$ cat config.mk
export PLATFORM = sky130hd
export DESIGN_NAME = dma_disk_ctrl
export DESIGN_NICKNAME = d
export VERILOG_FILES = /design/src/rtl/dma_pkg.sv /design/src/rtl/dma_regfile.sv /design/src/rtl/dma_disk_ctrl.sv
export SDC_FILE = /design/constraint.sdc
export NUM_CORES = 1
export LEC_CHECK = 0
export CAP_MARGIN = 20
export CORE_UTILIZATION = 45
export DETAILED_ROUTE_END_ITERATION = 10
export GPL_TIMING_DRIVEN = 0
export PLACE_DENSITY = 0.76
export SYNTH_ARGS = -nofsm -noshare
export SYNTH_HDL_FRONTEND = slang
export SYNTH_SLANG_ARGS = --single-unit
$ cat constraint.sdc
create_clock -name clk -period 6.6 [get_ports clk]
set_input_delay 1.32 -clock clk [delete_from_list [all_inputs] [get_ports clk]]
set_output_delay 1.32 -clock clk [all_outputs]
set_load 0.005 [all_outputs]
$ cat src/rtl/dma_pkg.sv
// Shared definitions for the disk-to-memory DMA engine.
//  - Bus/field widths, register word offsets and block base address.
//  - FSM state constants and the matching dma_state_e enum.
//  - dma_cfg_t: the three live transfer registers, passed between the
//    register file and the engine as a single payload.
package dma_pkg;

    localparam int unsigned MEM_AW  = 15;
    localparam int unsigned DISK_AW = 32;
    localparam int unsigned SIZE_W  = 16;
    localparam int unsigned DATA_W  = 32;
    localparam int unsigned REG_AW  = 2;
    localparam int unsigned ST_W    = 3;

    localparam logic [REG_AW-1:0] REG_DISK_ADDR = 2'd0;
    localparam logic [REG_AW-1:0] REG_MEM_ADDR  = 2'd1;
    localparam logic [REG_AW-1:0] REG_T_SIZE    = 2'd2;
    localparam logic [REG_AW-1:0] REG_INIT_TRAN = 2'd3;

    localparam logic [31:0] DMA_BASE = 32'h8000_0000;

    localparam logic [ST_W-1:0] ST_IDLE    = 3'd0;
    localparam logic [ST_W-1:0] ST_RD_REQ  = 3'd1;
    localparam logic [ST_W-1:0] ST_RD_WAIT = 3'd2;
    localparam logic [ST_W-1:0] ST_WR      = 3'd3;
    localparam logic [ST_W-1:0] ST_DONE    = 3'd4;

    typedef enum logic [ST_W-1:0] {
        S_IDLE    = ST_IDLE,
        S_RD_REQ  = ST_RD_REQ,
        S_RD_WAIT = ST_RD_WAIT,
        S_WR      = ST_WR,
        S_DONE    = ST_DONE
    } dma_state_e;

    typedef struct packed {
        logic [DISK_AW-1:0] disk_addr;
        logic [MEM_AW-1:0]  mem_addr;
        logic [SIZE_W-1:0]  t_size;
    } dma_cfg_t;

endpackage

$ cat src/rtl/dma_regfile.sv
// Configuration registers of the DMA engine.
// Ports:
//  clk, rst_n     clock, async active-low reset
//  reg_sel/reg_wr/reg_addr/reg_wdata   CPU register write/read port
//  reg_rdata      combinational read data selected by reg_addr
//  busy           engine busy (locks out writes and starts)
//  upd_en/upd_cfg engine write-back of advanced addresses/count
//  cfg            live register contents
//  start_pulse    1-cycle registered start request
module dma_regfile
    import dma_pkg::*;
(
    input  logic              clk,
    input  logic              rst_n,
    input  logic              reg_sel,
    input  logic              reg_wr,
    input  logic [REG_AW-1:0] reg_addr,
    input  logic [DATA_W-1:0] reg_wdata,
    output logic [DATA_W-1:0] reg_rdata,
    input  logic              busy,
    input  logic              upd_en,
    input  dma_cfg_t          upd_cfg,
    output dma_cfg_t          cfg,
    output logic              start_pulse
);

    dma_cfg_t cfg_q;
    dma_cfg_t cfg_d;
    logic     start_q;
    logic     start_d;
    logic     wr_ok;
    logic     unused_wdata_c;

    // Bit 1 of write data has no destination in any register.
    assign unused_wdata_c = reg_wdata[1];

    // A start waiting to be taken counts as busy so it cannot be reprogrammed under it.
    assign wr_ok = reg_sel & reg_wr & ~busy & ~start_q;

    // Register update: engine write-back wins; CPU writes only when idle.
    always_comb begin : reg_next
        cfg_d   = cfg_q;
        start_d = 1'b0;
        if (upd_en) begin
            cfg_d = upd_cfg;
        end else if (wr_ok) begin
            case (reg_addr)
                REG_DISK_ADDR: cfg_d.disk_addr = {reg_wdata[DISK_AW-1:2], 2'b00};
                REG_MEM_ADDR:  cfg_d.mem_addr  = {reg_wdata[MEM_AW-1:2], 2'b00};
                REG_T_SIZE:    cfg_d.t_size    = {reg_wdata[SIZE_W-1:2], 2'b00};
                REG_INIT_TRAN: start_d         = reg_wdata[0];
                default:       cfg_d           = cfg_q;
            endcase
        end
    end

    always_ff @(posedge clk or negedge rst_n) begin : reg_flops
        if (!rst_n) begin
            cfg_q   <= '0;
            start_q <= 1'b0;
        end else begin
            cfg_q   <= cfg_d;
            start_q <= start_d;
        end
    end

    // Read mux: live register values, INIT_TRAN reports busy.
    always_comb begin : rdata_mux
        reg_rdata = '0;
        case (reg_addr)
            REG_DISK_ADDR: reg_rdata = DATA_W'(cfg_q.disk_addr);
            REG_MEM_ADDR:  reg_rdata = DATA_W'(cfg_q.mem_addr);
            REG_T_SIZE:    reg_rdata = DATA_W'(cfg_q.t_size);
            REG_INIT_TRAN: reg_rdata = DATA_W'(busy);
            default:       reg_rdata = '0;
        endcase
    end

    assign cfg         = cfg_q;
    assign start_pulse = start_q;

endmodule

$ cat src/rtl/dma_disk_ctrl.sv
// Disk-to-main-memory DMA engine: copies one 32-bit word at a time from
// disk to memory through a one-word buffer, then pulses done_irq.
// Ports:
//  clk, rst_n                      clock, async active-low reset
//  reg_sel/reg_wr/reg_addr/reg_wdata/reg_rdata   CPU register port
//  disk_rd_req/disk_rd_addr        1-cycle disk read request + word address
//  disk_rd_vld/disk_rd_data        disk read return
//  mem_wr_req/addr/data, mem_wr_gnt memory write, held until granted
//  busy                            transfer in progress (incl. DONE cycle)
//  done_irq                        1-cycle completion pulse
module dma_disk_ctrl
    import dma_pkg::*;
(
    input  logic               clk,
    input  logic               rst_n,
    input  logic               reg_sel,
    input  logic               reg_wr,
    input  logic [REG_AW-1:0]  reg_addr,
    input  logic [DATA_W-1:0]  reg_wdata,
    output logic [DATA_W-1:0]  reg_rdata,
    output logic               disk_rd_req,
    output logic [DISK_AW-1:0] disk_rd_addr,
    input  logic               disk_rd_vld,
    input  logic [DATA_W-1:0]  disk_rd_data,
    output logic               mem_wr_req,
    output logic [MEM_AW-1:0]  mem_wr_addr,
    output logic [DATA_W-1:0]  mem_wr_data,
    input  logic               mem_wr_gnt,
    output logic               busy,
    output logic               done_irq
);

    localparam logic [DISK_AW-1:0] DISK_STEP = DISK_AW'(4);
    localparam logic [MEM_AW-1:0]  MEM_STEP  = MEM_AW'(4);
    localparam logic [SIZE_W-1:0]  SIZE_STEP = SIZE_W'(4);

    dma_state_e        state_q;
    dma_state_e        state_d;
    logic [DATA_W-1:0] buf_q;
    logic [DATA_W-1:0] buf_d;
    logic              disk_rd_req_q;
    logic              disk_rd_req_d;
    logic              mem_wr_req_q;
    logic              mem_wr_req_d;
    logic              busy_q;
    logic              busy_d;
    logic              done_irq_q;
    logic              done_irq_d;

    dma_cfg_t          cfg;
    dma_cfg_t          upd_cfg;
    logic              upd_en;
    logic              start_pulse;

    dma_regfile u_regfile (
        .clk         (clk),
        .rst_n       (rst_n),
        .reg_sel     (reg_sel),
        .reg_wr      (reg_wr),
        .reg_addr    (reg_addr),
        .reg_wdata   (reg_wdata),
        .reg_rdata   (reg_rdata),
        .busy        (busy_q),
        .upd_en      (upd_en),
        .upd_cfg     (upd_cfg),
        .cfg         (cfg),
        .start_pulse (start_pulse)
    );

    // Advanced register values applied when a memory write is granted; address wraps are natural.
    always_comb begin : counter_next
        upd_cfg           = cfg;
        upd_cfg.disk_addr = cfg.disk_addr + DISK_STEP;
        upd_cfg.mem_addr  = cfg.mem_addr + MEM_STEP;
        upd_cfg.t_size    = cfg.t_size - SIZE_STEP;
    end

    // Next state, buffer capture, and next values of the registered outputs.
    always_comb begin : fsm_next
        state_d = state_q;
        buf_d   = buf_q;
        upd_en  = 1'b0;
        case (state_q)
            S_IDLE: begin
                if (start_pulse) begin
                    state_d = (cfg.t_size == '0) ? S_DONE : S_RD_REQ;
                end
            end
            S_RD_REQ: begin
                state_d = S_RD_WAIT;
            end
            S_RD_WAIT: begin
                if (disk_rd_vld) begin
                    buf_d   = disk_rd_data;
                    state_d = S_WR;
                end
            end
            S_WR: begin
                if (mem_wr_gnt) begin
                    upd_en  = 1'b1;
                    state_d = (upd_cfg.t_size == '0) ? S_DONE : S_RD_REQ;
                end
            end
            S_DONE: begin
                state_d = S_IDLE;
            end
            default: begin
                state_d = S_IDLE;
            end
        endcase
        // Outputs follow the state being entered so they are flop-driven.
        disk_rd_req_d = (state_d == S_RD_REQ);
        mem_wr_req_d  = (state_d == S_WR);
        busy_d        = (state_d != S_IDLE);
        done_irq_d    = (state_d == S_DONE);
    end

    always_ff @(posedge clk or negedge rst_n) begin : fsm_flops
        if (!rst_n) begin
            state_q       <= S_IDLE;
            buf_q         <= '0;
            disk_rd_req_q <= 1'b0;
            mem_wr_req_q  <= 1'b0;
            busy_q        <= 1'b0;
            done_irq_q    <= 1'b0;
        end else begin
            state_q       <= state_d;
            buf_q         <= buf_d;
            disk_rd_req_q <= disk_rd_req_d;
            mem_wr_req_q  <= mem_wr_req_d;
            busy_q        <= busy_d;
            done_irq_q    <= done_irq_d;
        end
    end

    assign disk_rd_req  = disk_rd_req_q;
    assign disk_rd_addr = cfg.disk_addr;
    assign mem_wr_req   = mem_wr_req_q;
    assign mem_wr_addr  = cfg.mem_addr;
    assign mem_wr_data  = buf_q;
    assign busy         = busy_q;
    assign done_irq     = done_irq_q;

endmodule
---- Word level (Yosys, flattened, before mapping) ----
Cells that the tools add are included.
Widths: inputs -> output; s select.
word-level totals
  bits in registers ....................... 103
  output and inout bits ................... 115
cells by class
  bitwise logic cells ..................... 5
  $add $sub $neg .......................... 3
  equality and inequality tests ........... 9
  multiplexer cells ....................... 17
  reduce and logical (&&, ||, !) cells .... 13
operators by type and width
  operator               count
  $pmux 32 s4            1
  $mux 63                2
  $add 32x3->32 const B  1
  $logic_not 16->1       2
  $mux 32                1
  $mux 16                1
  $sub 16x3->16 const B  1
  $add 15x3->15 const B  1
  $mux 15                1
  $mux 3                 5
  $pmux 3 s4             1
  $eq 3x2->1 const B     3
  $reduce_and 2->1       4
  $reduce_bool 2->1      4
  $eq 3x1->1 const B     2
  $mux 1                 5
  $eq 2x2->1 const B     2
  $and 1x1->1            3
  $eq 3x3->1 const B     1
  $logic_not 3->1        1
  $reduce_bool 3->1      1
  $eq 2x1->1 const B     1
  $logic_not 2->1        1
  $not 1->1              2

---- Depth between registers and ports, before layout ----
Gate-level depths: netlist of run 1.
  depth in word-level cells ............... 6
  depth in mapped cells ................... 9

---- Hierarchy ----
Synthesis of run 1 repeated with hierarchy kept, for this count alone.
second synthesis, totals
  cell total of the unflattened synthesis .. 647
  area, all modules ....................... 6232.2 µm²
by module, submodules not included
  module         cells each  instances  seq. area each (µm²)  area each (µm²)
  dma_regfile    387         1          1601.5                3594.7
  dma_disk_ctrl  260         1          975.9                 2637.5

---- Least setup slack after synthesis of run 1 ----
No wires, ideal clock.
  path kind ............................... input-to-output
  from .................................... input reg_addr[0]
  to ...................................... output reg_rdata[10]
  data arrival time ....................... 2.220 ns
  data required time ...................... 5.280 ns
  cell stages on the path ................. 4
  path slack .............................. 3.060 ns
  cells stage by stage .................... buf_2 > buf_1 > mux2i_1 > o21ai_0
between the ends
  cells in the longest elaborated chain, start to end .. 2
ends and longest elaborated chain
  item                                      RTL line             RTL
  from (decl)                               dma_disk_ctrl.sv:18  input logic [REG_AW-1:0] reg_addr,
  $eq 2x2->1, or another cell as far along  dma_regfile.sv:70    case (reg_addr)
  $pmux 32 s4 *                             dma_regfile.sv:70
  to (decl)                                 dma_disk_ctrl.sv:20  output logic [DATA_W-1:0] reg_rdata,
Every way passes the cells marked *; elsewhere a longest branch is shown, timed or not.

---- Worst setup path after layout of run 1 ----
  from .................................... input reg_addr[0]
  to ...................................... output reg_rdata[4]
The elaborated chain is that of the path after synthesis.

==> results.py, run 1 <==
metrics = {
    "power": {
        "power_density_nw_per_um2": 403,
        "leakage_nw": 3.33,
        "sw_frac_of_total_pct": 35.5,
        "power.share.clock_pct": 16.5,
        "irDropWorstVdd_mv": 0.252,
        "p_int_mw": 2.12,
        "p_total_mw": 3.28,
        "seq_power_share_pct": 35.4,
        "pwr-share-comb_pct": 48.1,
        "power.switching_mw": 1.16,
    },
    "floorplan": {
        "initial_utilization_pct": 46.0,
        "core_um2": 12600,
        "die_w_um": 115,
        "die-area_um2": 13300,
        "placementRows": 41,
        "ioPinCount": 187,
        "die_h_um": 115,
    },
    "sta": {
        "hold_violations": 0,
        "slew-limit-headroom_pct": 44.3,
        "finalCritPeriodShare_pct": 76.6,
        "final.min_clock_period_ps": 5060,
        "worst_slew_pin_slew_ps": 836,
        "max_freq_ghz": 0.198,
        "setup_tns_ps": 0,
        "fin_skew_ps": 8.72,
        "maxSlewViolCount": 0,
        "rsz0062_at_grt": "false",
        "setup_viol": 0,
    },
    "route": {
        "dr.pass1.iters": 5,
        "antenna_left": 0,
        "viasPerCell": 5.83,
        "drc": 0,
        "via_count": 5805,
        "routed_wirelength_um": 18900,
        "post_drt_wl_per_cell_um": 19.0,
        "drt-initial-drc-count": 508,
    },
    "clock_tree": {
        "clk_path_buf_depth": 2,
        "clock-root-buffer": "clkbuf_16",
        "cts_resized": 0,
        "clk_pin_slew_ps": 70,
        "cts_tree": "yes",
        "postCtsSetupBuffers": 0,
        "clk_latency_ps": 350,
        "clkSinkCount": 97,
        "postCtsHoldBufs": 0,
        "cts_max_level": 3,
        "cts_buffers": 9,
    },
    "layout": {
        "design_area_um2": 8140,
        "drive_gt1_share_pct": 14.8,
        "fillCellCount": 1066,
        "sequential_cell_area_um2": 2430,
        "area_delta_synth_final_pct": 40.7,
        "antenna_cells": 0,
        "fin_nets": 896,
        "multiInputGateArea_um2": 2800,
    },
    "yosys": {
        "syn-cell-area_um2": 5780,
        "postSynthAreaPerCell_um2": 9.27,
        "yosys_warnings": 0,
        "ys_seq_area_share_pct": 42.0,
        "synth_edf_count": 0,
        "ys_ff_latch": 97,
        "ys.flop_type": "dfrtp_1",
        "syn_inst": 624,
        "yosysUniqueCellTypes": 63,
        "async_flop_share_pct": 100,
    },
    "grt": {
        "overflow": 0,
        "antenna_found_initial": 0,
        "grt_pass1_wl_um": 29300,
        "grtUsageTotal_pct": 29.0,
        "grt_max_degree": 67,
        "grt_pass1_vias": 5557,
    },
    "setup_path": {
        "cp_max_fo": 10,
        "end_kind": "primary output",
        "crit_required_ps": 5280,
        "r2r_slack_ps": 4020,
        "path_class": "in2out",
        "crit_arrival_ps": 3740,
        "start_kind": "input port",
    },
    "outcome": {
        "outcome": "finished, final reports clean",
    },
    "placed_design": {
        "place.gp.congestion": 0.951,
        "numPortBuffers": 180,
        "dpl_cell_area_um2": 7840,
        "dpl.hpwl_um": 14300,
    },
    "min_path": {
        "worstHoldPathType": "reg2reg",
    },
    "run": {
        "drv_cap": 0,
    },
}
## metal layers
layer / track usage (%) / share of wire [%] / vias up
li1: - / - / 2626
met1: 38.8 / 41 / 2780
met2: 44.9 / 46 / 355
met3: 7.75 / 10 / 44
met4: 11.3 / 2.3 / 0
met5: 0 / 0 / -
## cell usage in the layout (no fill, tap or decap), drive strengths merged, types with 10 or more instances in the layout
cell type	synthesis	layout
a211oi	16	16
a21oi	29	29
a311oi	11	11
and2	16	16
and3	13	13
and4	10	10
buf	65	67
clkbuf	22	33
clkdlybuf4s50	0	179
dfrtp	97	97
mux2	34	34
mux2i	17	17
nand2	37	37
nand3	29	29
nand4	11	11
nor2	68	68
nor3	16	16
o21ai	40	40
## Yosys cell counts, types with 12 or more instances
master,instances,area (um2)
nand2_1,37,139
o21ai_0,37,185
buf_4,48,360
buf_2,12,60.1
a21oi_1,29,145
mux2_2,34,383
and2_1,15,93.8
a211oi_1,16,120
nor3_1,15,75.1
and3_1,13,81.3
nand3_1,29,145
mux2i_1,17,170
nor2_1,68,255
dfrtp_1,97,2430
clkbuf_1,22,82.6
## flip-flops by register name (all words and copies together) (netlist names)
name                   cells
mem_wr_req                 1
done_irq                   1
mem_wr_data               32
busy                       1
u_regfile.cfg             57
u_regfile.start_pulse      1
disk_rd_req                1
state_q                    3
## critical path, cell delays in order
cell             delay [ps]
clkdlybuf4s50_1         500
buf_2                   310
buf_1                   680
mux2i_1                 170
o21ai_0                 200
clkdlybuf4s50_1         550
## cell families (layout without fill, tap and decap cells)
| logic type | Yosys count | in the layout | synth area share [%] |
|---|---|---|---|
| flops | 97 | 97 | 42.0 |
| buf+inv | 96 | 292 | 9.87 |
| mux | 51 | 51 | 9.57 |
| compound gates | 142 | 142 | 16.7 |
| xor+xnor | 1 | 1 | 0.152 |
| other cells | 1 | 5 | 0.0649 |
| fa+ha+maj | 4 | 4 | 0.866 |
| simple gates | 232 | 232 | 20.8 |
## worst paths after layout
path,depth (start not counted),endpoint,start
max in group asynchronous,2,busy,rst_n
min in group asynchronous,1,u_regfile.cfg[51],rst_n
max,6,reg_rdata[4],reg_addr[0]
min,1,mem_wr_data[2],mem_wr_data[2]
max reg2reg,6,u_regfile.cfg[52],u_regfile.start_pulse
min reg2reg,1,mem_wr_data[2],mem_wr_data[2]
## stage by stage
| step | worst slack [ps] | hold slack [ps] | utilization (%) | instances |
|---|---|---|---|---|
| after floorplan | 3060 | 488 | - | 628 |
| after CTS | 1540 | 510 | 64.7 | 996 |
| after detailed placement | 1540 | 495 | 62.4 | 981 |
| after global placement | 531 | 489 | 62.2 | 980 |
| after global routing | 1390 | 526 | 64.7 | 996 |
| final | 1540 | 509 | 64.7 | 996 |
## power by group through the flow
stage                     logic [mW]  registers (mW)  clock network [mW]
after floorplan                0.802            1.08                   0
after global placement          1.53            1.14                   0
after detailed placement        1.57            1.16                   0
after CTS                       1.58            1.15               0.542
after global routing            1.71            1.20               0.570
final                           1.58            1.16               0.542
## layout make-up
| type | instances | area share, % |
|---|---|---|
| inverters | 9 | 0.415 |
| flip-flops and latches | 97 | 29.8 |
| well taps | 172 | 2.65 |
| multi-input cells | 435 | 34.4 |
| clock inverters | 4 | 0.661 |
| clock buffers | 11 | 2.98 |
| plain buffers | 87 | 6.60 |
| repair buffers | 181 | 22.5 |
(Power assumes the default switching activity.)
==> inputs of run 2 (changes only) <==
--- a/config.mk
+++ b/config.mk
@@ -6,10 +6,10 @@
 export NUM_CORES = 1
 export LEC_CHECK = 0
 export CAP_MARGIN = 20
-export CORE_UTILIZATION = 45
+export CORE_UTILIZATION = 42
 export DETAILED_ROUTE_END_ITERATION = 10
 export GPL_TIMING_DRIVEN = 0
-export PLACE_DENSITY = 0.76
+export PLACE_DENSITY = 0.75
 export SYNTH_ARGS = -nofsm -noshare
 export SYNTH_HDL_FRONTEND = slang
 export SYNTH_SLANG_ARGS = --single-unit
==> constraint.sdc (replaced) <==
create_clock -name clk -period 4.1 [get_ports clk]
set_input_delay 0.82 -clock clk [delete_from_list [all_inputs] [get_ports clk]]
set_output_delay 0.82 -clock clk [all_outputs]
set_load 0.005 [all_outputs]
==> run 2 against run 1 <==
  * Sequential share of layout area fell by 0.18 points
  * Cell count is 0.40% higher
  * Highest routed layer unchanged
  * Global-route usage is 1.9 points lower
  * Critical path depth up 1
  * Routed wire length up 0.45%
  * Clock power increased by 82%
  * Final area up 0.62%
  * Non-clock buffer count is 1 lower
  * Core utilization shrank 3.4 points
==> results.py, run 2 (same netlist as run 1, synthesis figures left out) <==
metrics = {
    "outcome": {
        "outcome": "finished, final reports clean",
    },
    "power": {
        "power_density_nw_per_um2": 657,
        "leakage_nw": 3.35,
        "irDropWorstVdd_mv": 0.422,
    },
    "setup_path": {
        "path_class": "in2out",
        "start_kind": "input port",
        "end_kind": "primary output",
        "crit_required_ps": 3280,
        "cp_max_fo": 10,
        "crit_arrival_ps": 3100,
    },
    "clock_tree": {
        "clk_path_buf_depth": 2,
        "clk_pin_slew_ps": 70,
        "postCtsSetupBuffers": 0,
        "clkSinkCount": 97,
        "cts_max_level": 3,
        "clock-root-buffer": "clkbuf_16",
        "postCtsHoldBufs": 0,
        "cts_resized": 0,
        "cts_buffers": 9,
        "cts_tree": "yes",
        "clk_latency_ps": 360,
    },
    "route": {
        "drt-initial-drc-count": 558,
        "antenna_left": 0,
        "dr.pass1.iters": 5,
        "drc": 0,
        "via_count": 5753,
        "viasPerCell": 5.75,
        "post_drt_wl_per_cell_um": 19.0,
        "routed_wirelength_um": 19000,
    },
    "layout": {
        "drive_gt1_share_pct": 14.9,
        "antenna_cells": 0,
        "final_common_cell": "clkdlybuf4s50_1",
        "fin_util_pct": 61.3,
        "largest_reg_flops": 57,
        "fin_nets": 895,
        "mostFrequentLayoutCells": "clkdlybuf4s50_1, dfrtp_1, nor2_1",
        "area_delta_synth_final_pct": 41.6,
    },
    "placed_design": {
        "numPortBuffers": 180,
        "dpl_worst_slack_ps": 4.39,
        "dpl.hpwl_um": 14300,
        "place.gp.congestion": 0.894,
    },
    "sta": {
        "maxSlewViolCount": 0,
        "fin_skew_ps": 6.44,
        "rsz0062_at_grt": "false",
        "hold_violations": 0,
        "postLayoutSetupSlackWorst_ps": 177,
        "finalCritPeriodShare_pct": 95.7,
        "final.min_clock_period_ps": 3920,
        "setup_viol": 0,
        "slew-limit-headroom_pct": 49.8,
        "max_freq_ghz": 0.255,
        "worst_slew_pin_slew_ps": 750,
    },
    "floorplan": {
        "die_h_um": 119,
        "die_w_um": 119,
        "die-area_um2": 14200,
        "placementRows": 42,
        "ioPinCount": 187,
        "initial_utilization_pct": 43.3,
        "core_um2": 13300,
    },
    "grt": {
        "grt_pass1_wl_um": 29900,
        "antenna_found_initial": 0,
        "overflow": 0,
        "grt_pass1_vias": 5682,
        "grt_max_degree": 72,
        "grtUsageTotal_pct": 27.1,
    },
    "run": {
        "drv_cap": 0,
    },
    "min_path": {
        "worstHoldPathType": "in2async",
    },
}
[run 2: cell types whose count changed in the layout (fill, tap and decap cells not counted)]
cell	delta
buf_1	-1
bufinv_16	+2
clkbuf_8	-1
clkinv_4	+2
clkinvlp_4	-2
[run 2: routing by layer]
metal	wire length [um]	up-vias	global-route usage (%)
li1	-	2621	-
met1	8070	2797	35.8
met2	8390	289	40.6
met3	1960	46	8.62
met4	545	0	12.1
met5	0	-	0
[run 2: area by class of cell]
| class | count | area [um2] |
|---|---|---|
| fill | 1140 | 5160 |
| multi-input combinational | 435 | 2800 |
| sequential | 97 | 2430 |
| timing repair buffer | 181 | 1830 |
| buffer | 86 | 533 |
| clock buffer | 10 | 229 |
| tap | 176 | 220 |
| clock inverter | 6 | 116 |
| inverter | 9 | 33.8 |
[run 2: worst paths after layout]
| path | slack, ps | cells after the start | startpoint | end |
|---|---|---|---|---|
| max in group asynchronous | 3030 | 2 | rst_n | state_q[2] |
| worst min register to register | 510 | 1 | mem_wr_data[14] | mem_wr_data[14] |
| worst max register to register | 1530 | 6 | state_q[2] | u_regfile.cfg[15] |
| worst min-delay path | 380 | 1 | rst_n | u_regfile.cfg[52] |
| min in group clk | 510 | 1 | mem_wr_data[14] | mem_wr_data[14] |
| worst max-delay path | 180 | 7 | reg_addr[1] | reg_rdata[7] |
[run 2: where the power goes]
part,internal [mW],switching [mW],leakage [nW],total (mW)
Sequential,1.37,0.474,1.12,1.85
Combinational,1.54,0.997,2.07,2.54
Clock,0.600,0.388,0.167,0.988
[run 2: metrics by stage]
| stage | power [mW] | TNS (ps) | hold WS [ps] | cell area [um2] | instances |
|---|---|---|---|---|---|
| 2_1_floorplan | 3.03 | 0 | 488 | 5800 | 628 |
| 3_3_place_gp | 4.30 | -142570 | 491 | 7820 | 984 |
| 3_5_place_dp | 4.37 | 0 | 495 | 7840 | 985 |
| 4_1_cts | 5.38 | 0 | 389 | 8190 | 1000 |
| 5_1_grt | 5.70 | 0 | 406 | 8190 | 1000 |
| 6_report | 5.38 | 0 | 382 | 8190 | 1000 |
[run 2: worst max-delay path: stages]
cell             delay, ps
clkdlybuf4s50_1        500
nor2b_1                160
clkbuf_1               340
clkbuf_1               430
nand2_1                100
o21ai_0                160
clkdlybuf4s50_1        590
==> inputs of run 3 (changes only) <==
--- a/config.mk
+++ b/config.mk
@@ -5,11 +5,11 @@
 export SDC_FILE = /design/constraint.sdc
 export NUM_CORES = 1
 export LEC_CHECK = 0
-export CAP_MARGIN = 20
-export CORE_UTILIZATION = 42
+export CAP_MARGIN = 5
+export CORE_UTILIZATION = 45
 export DETAILED_ROUTE_END_ITERATION = 10
 export GPL_TIMING_DRIVEN = 0
-export PLACE_DENSITY = 0.75
+export PLACE_DENSITY = 0.76
 export SYNTH_ARGS = -nofsm -noshare
 export SYNTH_HDL_FRONTEND = slang
 export SYNTH_SLANG_ARGS = --single-unit
==> constraint.sdc (replaced) <==
create_clock -name clk -period 4.39 [get_ports clk]
set_input_delay 0.878 -clock clk [delete_from_list [all_inputs] [get_ports clk]]
set_output_delay 0.878 -clock clk [all_outputs]
set_load 0.005 [all_outputs]
==> results of run 3 <==
Same layout as run 1 (identical final DEF). Status: finished, final reports clean.
Among the figures that moved: setup slack after placement 1540 ps -> 212 ps; setup slack after layout 1540 ps -> 216 ps; hold slack 509 ps -> 464 ps; register-to-register setup slack 4020 ps -> 1810 ps; total power 3.28 mW -> 4.93 mW; worst IR drop on VDD 0.252 mV -> 0.378 mV
